## src/rtl/lr_pkg.sv

```systemverilog
// Shared definitions for the linear-regression datapath.
// DATA_W/FRAC_W describe the Q8.8 fixed-point word used on every lane.
// MAX_FEATURES is the number of feature lanes, with one multiplier per lane.
package lr_pkg;
  localparam int DATA_W       = 16;
  localparam int FRAC_W       = 8;
  localparam int MAX_FEATURES = 7;

  // Signed Q8.8 two's-complement word.
  typedef logic signed [DATA_W-1:0] fixed_t;
endpackage

```

## src/rtl/baugh_wooley_mul_if.sv

```systemverilog
// Operand/result bundle for one multiplier lane. There is no handshake:
// the lane accepts a new operand pair on every cycle.
//   a, b : signed Q8.8 operands (master -> slave)
//   p    : registered Q8.8 product (slave -> master)
interface baugh_wooley_mul_if;
  import lr_pkg::*;
  fixed_t a;
  fixed_t b;
  fixed_t p;

  modport master (output a, output b, input p);
  modport slave  (input a, input b, output p);
endinterface

```

## src/rtl/bw_cell.sv

```systemverilog
// One Baugh-Wooley array cell. It forms a partial-product bit, using AND,
// or NAND when inv is set for the cross-sign terms. It then adds that bit
// to the incoming sum and carry with a full adder.
//   a_bit, b_bit : operand bits forming the partial product
//   inv          : invert the partial product
//   sum_in       : sum arriving from the previous row
//   carry_in     : carry arriving from the previous row
//   sum_out      : sum leaving this cell
//   carry_out    : carry leaving this cell
module bw_cell (
  input  logic a_bit,
  input  logic b_bit,
  input  logic inv,
  input  logic sum_in,
  input  logic carry_in,
  output logic sum_out,
  output logic carry_out
);
  logic pp;

  assign pp        = (a_bit & b_bit) ^ inv;
  assign sum_out   = pp ^ sum_in ^ carry_in;
  assign carry_out = (pp & sum_in) | (pp & carry_in) | (sum_in & carry_in);
endmodule

```

## src/rtl/baugh_wooley_mul.sv

```systemverilog
// Signed WIDTHxWIDTH Baugh-Wooley multiplier with a registered Q-format
// result. The full 2*WIDTH product is summed by a carry-save cell array and
// a final ripple adder. The result is the slice prod[FRAC_BITS+WIDTH-1:FRAC_BITS].
// Taking that slice is the same as an arithmetic shift right, so the result
// rounds toward minus infinity, and overflow wraps.
//   CLK    : rising-edge clock
//   RST    : synchronous active-high reset; clears p
//   mul_if : a, b operands in, p product out (1 cycle latency)
module baugh_wooley_mul
  import lr_pkg::*;
#(
  parameter int WIDTH     = DATA_W,
  parameter int FRAC_BITS = FRAC_W
) (
  input  logic               CLK,
  input  logic               RST,
  baugh_wooley_mul_if.slave  mul_if
);
  localparam int W = WIDTH;

  logic [W-1:0]   a_v, b_v;
  logic [2*W-1:0] prod;
  logic [W-1:0]   p_d, p_q;
  logic           unused_bits;

  assign a_v = mul_if.a;
  assign b_v = mul_if.b;

  // Row i adds partial products a[j]&b[i] at weight i+j. Cell (i,j) takes the
  // previous row's sum at weight i+j, which is s[j+1], and its carry, c[j].
  // The top cell of each row has no sum input from the row above. In row 1,
  // that slot sits at weight W and carries the constant 2^W.
  for (genvar i = 0; i < W; i++) begin : g_row
    logic [W-1:0] s, c;
    for (genvar j = 0; j < W; j++) begin : g_col
      localparam bit INV = (i == W-1) != (j == W-1);
      logic s_in, c_in;
      if (i == 0) begin : g_first
        assign s_in = 1'b0;
        assign c_in = 1'b0;
      end else begin : g_next
        if (j < W-1) begin : g_sin
          assign s_in = g_row[i-1].s[j+1];
        end else begin : g_stop
          assign s_in = (i == 1) ? 1'b1 : 1'b0;
        end
        assign c_in = g_row[i-1].c[j];
      end
      bw_cell u_cell (
        .a_bit     (a_v[j]),
        .b_bit     (b_v[i]),
        .inv       (INV),
        .sum_in    (s_in),
        .carry_in  (c_in),
        .sum_out   (s[j]),
        .carry_out (c[j])
      );
    end
    assign prod[i] = s[0];
  end

  // Final ripple adder over the upper half. The sum vector of the last row
  // ends at weight 2W-2, so its missing MSB slot carries the constant 2^(2W-1).
  for (genvar m = 0; m < W; m++) begin : g_rca
    logic x, y, ci, co;
    if (m < W-1) begin : g_x
      assign x = g_row[W-1].s[m+1];
    end else begin : g_xk
      assign x = 1'b1;
    end
    assign y = g_row[W-1].c[m];
    if (m == 0) begin : g_c0
      assign ci = 1'b0;
    end else begin : g_cn
      assign ci = g_rca[m-1].co;
    end
    assign prod[W+m] = x ^ y ^ ci;
    assign co        = (x & y) | (x & ci) | (y & ci);
  end

  assign p_d = prod[FRAC_BITS+W-1:FRAC_BITS];

  // Dropped fraction bits, wrapped high bits and the final carry-out.
  assign unused_bits = ^{prod[FRAC_BITS-1:0], prod[2*W-1:FRAC_BITS+W], g_rca[W-1].co};

  always_ff @(posedge CLK) begin
    if (RST) p_q <= '0;
    else     p_q <= p_d;
  end

  assign mul_if.p = p_q;
endmodule

```

## src/flat_wrapper.sv

```systemverilog
// flat-port wrapper written by rule: the top's interface ports become plain ports
module baugh_wooley_mul_flat import lr_pkg::*;
#(
  parameter int WIDTH     = DATA_W,
  parameter int FRAC_BITS = FRAC_W
)
  (CLK, RST, mul_if_a, mul_if_b, mul_if_p);
  baugh_wooley_mul_if mul_if_i ();
  input  logic CLK;
  input  logic RST;
  input wire logic [$bits(mul_if_i.a)-1:0] mul_if_a;
  input wire logic [$bits(mul_if_i.b)-1:0] mul_if_b;
  output wire logic [$bits(mul_if_i.p)-1:0] mul_if_p;
  assign mul_if_i.a = mul_if_a;
  assign mul_if_i.b = mul_if_b;
  assign mul_if_p = mul_if_i.p;
  baugh_wooley_mul #(.WIDTH(WIDTH), .FRAC_BITS(FRAC_BITS)) u_core (.CLK(CLK), .RST(RST), .mul_if(mul_if_i));
endmodule
```

## config.mk

```make
export PLATFORM = sky130hd
export DESIGN_NAME = baugh_wooley_mul_flat
export DESIGN_NICKNAME = d
export VERILOG_FILES = /design/src/rtl/lr_pkg.sv /design/src/rtl/baugh_wooley_mul_if.sv /design/src/rtl/bw_cell.sv /design/src/rtl/baugh_wooley_mul.sv /design/src/flat_wrapper.sv
export SDC_FILE = /design/constraint.sdc
export NUM_CORES = 1
export LEC_CHECK = 0
export CAP_MARGIN = 20
export CORE_UTILIZATION = 35
export CTS_BUF_LIST = sky130_fd_sc_hd__clkbuf_4 sky130_fd_sc_hd__clkbuf_8
export DETAILED_ROUTE_END_ITERATION = 16
export GPL_TIMING_DRIVEN = 0
export HOLD_SLACK_MARGIN = 0.02
export PLACE_DENSITY = 0.64
export SYNTH_ARGS = -nofsm -noshare
export SYNTH_HDL_FRONTEND = slang
export SYNTH_SLANG_ARGS = --single-unit
```

## constraint.sdc

```tcl
create_clock -name CLK -period 21.1 [get_ports CLK]
set_input_delay 6.33 -clock CLK [delete_from_list [all_inputs] [get_ports CLK]]
set_output_delay 6.33 -clock CLK [all_outputs]
set_load 0.01 [all_outputs]
```

Word-level counts from Yosys, hierarchy flattened

Cells that the tools add are included.

Bits in registers: 16
Latch bits: 0
RAM bits: 0
Memory bits (read-only): 0
Bits of input ports: 34
Memories kept: 0

Add/subtract/negate cells: 0
Multipliers: 0
Divide/modulo/power cells: 0
Magnitude comparators: 0
Eq/ne operators: 0
Shifts and indexed selects: 0
Mux-type cells: 0
Bitwise logic cells: 1609
Reductions and logical operators: 0

Operators by type and width:

| cell              | number |
|---|---|
| 1-bit bitwise AND | 813 |
| 1-bit bitwise XOR | 402 |
| 1-bit OR          | 376 |
| 1-bit inverter    | 18 |

Longest topological paths before layout

Depth after elaboration: 64
Gate-level depth with buffers: 37
Mapped depth without buffers: 36

By module

A second synthesis with hierarchy kept.

Cell total of the unflattened synthesis: 1639
Area, all modules: 11428.5 µm²

By module, submodules not included:

| module           | times used | cells an instance | area an instance (µm²) |
|---|---|---|---|
| bw_cell          | 228        | 7                 | 47.5 |
| baugh_wooley_mul | 1          | 43                | 588.1 |

Worst setup path before layout

OpenSTA, ideal clock, no wires.

Path kind: in2reg
Start point: input mul_if_b[1]
End point: register u_core.p_q[15], in the netlist u_core.mul_if.p[15]
Data arrival time: 16.758 ns
Required time: 20.972 ns
Path slack: 4.215 ns
Cell stages on the path: 35
Path buffers: 1
Path through: clkbuf_1 -> and2_1 -> ha_1 -> inv_1 -> fa_1 -> inv_1 -> fa_1 -> fa_1 -> fa_1 -> fa_1 -> fa_1 -> fa_1 -> fa_1 -> fa_1 -> fa_1 -> fa_1 -> inv_1 -> fa_1 -> inv_1 -> fa_1 -> fa_1 -> ha_1 -> fa_1 -> inv_1 -> fa_1 -> inv_1 -> fa_1 -> fa_1 -> fa_1 -> fa_1 -> xnor2_1 -> xnor2_1 -> xnor3_1 -> xnor3_1 -> nor2_1

Longest elaborated chain between the ends: 64
Elaborated cells on any way between the ends: 1352
Classes of those cells: bitwise (1352)

RTL lines:

| item                                                   | RTL line                     | text |
|---|---|---|
| start: declaration                                     | flat_wrapper.sv:12           | `input wire logic [$bits(mul_if_i.b)-1:0] mul_if_b;` |
| 1-bit bitwise AND                                      | bw_cell.sv:21                | `assign pp = (a_bit & b_bit) ^ inv;` |
| 1-bit bitwise XOR or 1-bit bitwise AND (tied branches) | bw_cell.sv:22, bw_cell.sv:23 |  |
| 1-bit bitwise AND                                      | bw_cell.sv:23                | `assign carry_out = (pp & sum_in) \| (pp & carry_in) \| (sum_in & carry_in);` |
| 1-bit OR (2 in a row)                                  | bw_cell.sv:23                |  |
| 1-bit bitwise AND                                      | bw_cell.sv:23                |  |
| 1-bit OR (2 in a row)                                  | bw_cell.sv:23                |  |
| 1-bit bitwise AND                                      | bw_cell.sv:23                |  |
| 1-bit OR (2 in a row)                                  | bw_cell.sv:23                |  |
| (+41 left out)                                         | -                            |  |
| 1-bit OR (2 in a row)                                  | baugh_wooley_mul.sv:78       | `assign co = (x & y) \| (x & ci) \| (y & ci);` |
| 1-bit bitwise AND                                      | baugh_wooley_mul.sv:78       |  |
| 1-bit OR (2 in a row)                                  | baugh_wooley_mul.sv:78       |  |
| 1-bit bitwise AND                                      | baugh_wooley_mul.sv:78       |  |
| 1-bit OR (2 in a row)                                  | baugh_wooley_mul.sv:78       |  |
| 1-bit bitwise AND                                      | baugh_wooley_mul.sv:78       |  |
| 1-bit OR (2 in a row)                                  | baugh_wooley_mul.sv:78       |  |
| 1-bit bitwise XOR *                                    | baugh_wooley_mul.sv:77       | `assign prod[W+m] = x ^ y ^ ci;` |
| end signal: assignment                                 | baugh_wooley_mul.sv:88       | `else p_q <= p_d;` |
| end: declaration                                       | baugh_wooley_mul.sv:23       | `logic [W-1:0] p_d, p_q;` |

Mark *: on every way between the ends. The rest lies on a longest branch, timed or not.
A chain may end at the register's enable or synchronous reset.

Worst setup path after layout

Same ends and word-level chain as after synthesis.

==> flow_metrics.tcl <==
set metrics [dict create \
    status "finished, final reports clean" \
    post_cts_resized 0 \
    slew_violations 0 \
    async_flop_share_pct 0 \
    setup_viol 0 \
    dr.max_layer_used "met4" \
    timing.fmax_ghz 0.0560 \
    detailed_place_hpwl_mm 10.0 \
    rsz0062_at_grt "false" \
    finalSetupTns_ns 0 \
    worstPathRequired_ns 21.22 \
    tightest_slew_ns 0.509 \
    initial_core_util_pct 36.2 \
    drv_cap 0 \
    crit_type "in2reg" \
    cp_slowest_stage_delay_ns 0.64 \
    hold_end "u_core.mul_if.p[7]" \
    fin_util_pct 40.8 \
    fp.dieArea_sq_um 18600 \
    synthFlopType "dfxtp_1" \
    layout_commonest_cell "fa_1" \
    wl_per_cell_um 12.1 \
    syn_to_final_growth_pct 12.8 \
    clockRootBuffer "clkbuf_8" \
    hp-class "in2reg" \
    fillers 1732 \
    synth_top_cell_area_share_pct 57.8 \
    ys_seq_area_share_pct 5.08 \
    cts_tree "yes" \
    first_pass_iters 4 \
    globalRoute.totalOverflow 0 \
    die_w_um 136 \
    nets 894 \
    min_from "RST" \
    wl_met3_um 211 \
    yosys.area.top_type "fa_1" \
    core_area_sq_um 17400 \
    drc_errors 0 \
    synth.area.top_cells "fa_1, and2_1, inv_1" \
    cp-end-kind "register" \
    dr_wl_met2_mm 5.08 \
    antenna_found_initial 0 \
    hold_viol_final 0 \
    wl_met1_mm 5.32 \
    cts.hold.buffers_added 0 \
    synth_nets 842 \
    period_share_pct 84.6 \
    start_kind "primary input" \
    ys_seq_elements 16 \
    netlist_instances 605 \
    whs_path_depth 2 \
    place_congestion 0.778 \
    grt_pass1_vias 4122 \
    drtIter0Drc 110 \
    ys_warn_count 0 \
    drive_gt1_share_pct 1.07 \
    holdWs_ns 6.79 \
    preCtsSetupSlack_ns 2.91 \
    cts_made_buffers 3 \
    routed-via-count 3965 \
    vias_per_cell 4.50 \
    io_buffers 47 \
    synth-edff-count 0 \
    post_cts.repair.setup_buffers 0 \
    critical-path-slowest-cell "clkdlybuf4s50_1" \
    grt.total_usage_pct 12.8 \
    max-slew-margin-rel_pct 66.0 \
    top_level_ports 50 \
    htree_levels 1 \
    finalWorstSetupSlack_ns 3.25 \
    syn-cell-area_sq_um 6300 \
    period_minus_slack_ns 17.85 \
    diodes 0 \
    cts_num_sinks 16 \
    fp.dieH_um 136 \
    grt_pass1_wl_mm 18.9 \
    routed_wl_mm 10.6 \
    postRouteAntennaNets 0 \
    crit_fanout 10 \
    cts_max_path_buffers 2 \
    avgSynthCellArea_sq_um 10.4 \
    cpMostUsedCell "fa_1" \
    clk_pin_slew_ns 0.07 \
    largest_reg_flops 16 \
    arrival_ns 17.98 \
    synth_cell_types 23 \
    grt_max_degree 11 \
    rows 48 \
    final_cell_mix "fa_1, and2_1, inv_1" \
]
-- metal layers --
layer / global-route usage [%] / up-vias
met1: 18.7 / 2064
met2: 21.4 / 39
met5: 0 / -
met3: 0.969 / 4
li1: - / 1858
met4: 0.926 / 0
-- worst max-delay path: cells and delay by family --
kind / cells / cell delay, ns
adder cells (fa/ha/maj): 22 / 9.06
AND/OR/NAND/NOR: 2 / 0.24
buffers and inverters: 8 / 1.40
XOR/XNOR: 4 / 0.89
-- kinds of logic after synthesis --
| group | after synthesis | share of synthesized area (%) |
|---|---|---|
| buf+inv | 123 | 7.36 |
| fa+ha+maj | 203 | 62.0 |
| flops | 16 | 5.08 |
| compound gates | 10 | 1.13 |
| xor+xnor | 15 | 2.64 |
| simple gates | 238 | 21.8 |
-- cells in the mapped netlist (2+ instances only) --
library cell / n
a21oi_1: 2
and2_1: 177
buf_2: 2
clkbuf_1: 29
dfxtp_1: 16
fa_1: 182
ha_1: 21
inv_1: 92
nand2_1: 44
nor2_1: 2
nor2b_1: 14
o22ai_1: 2
xnor2_1: 11
xnor3_1: 2
-- cell type report --
| cell class | instances | area [sq um] | share of cell area (%) |
|---|---|---|---|
| Buffer | 31 | 119 | 1.67 |
| Clock buffer | 4 | 55.1 | 0.774 |
| Inverter | 92 | 345 | 4.86 |
| Multi-Input combinational cell | 466 | 5520 | 77.6 |
| Sequential cell | 16 | 320 | 4.50 |
| Tap cell | 225 | 282 | 3.96 |
| Timing Repair Buffer | 47 | 470 | 6.62 |
-- worst max path at each step --
stage	cells past startpoint	from	slack, ns	to
6_report	36	mul_if_b[1]	3.25	u_core.mul_if.p[15]
5_1_grt	36	mul_if_b[1]	2.70	u_core.mul_if.p[15]
4_1_cts	36	mul_if_b[1]	3.14	u_core.mul_if.p[15]
3_5_place_dp	36	mul_if_b[1]	2.91	u_core.mul_if.p[15]
3_3_place_gp	36	mul_if_b[1]	2.90	u_core.mul_if.p[15]
2_1_floorplan	35	mul_if_b[1]	4.21	u_core.mul_if.p[15]
-- stage by stage --
step                      instances  cell area (sq um)
after floorplan                 605               6300
after global placement          877               7060
after detailed placement        877               7060
after CTS                       881               7110
after global routing            881               7110
final                           881               7110
Power is not shown: default switching activity piles up to over one toggle a cycle in this logic, so the estimate is an artifact.
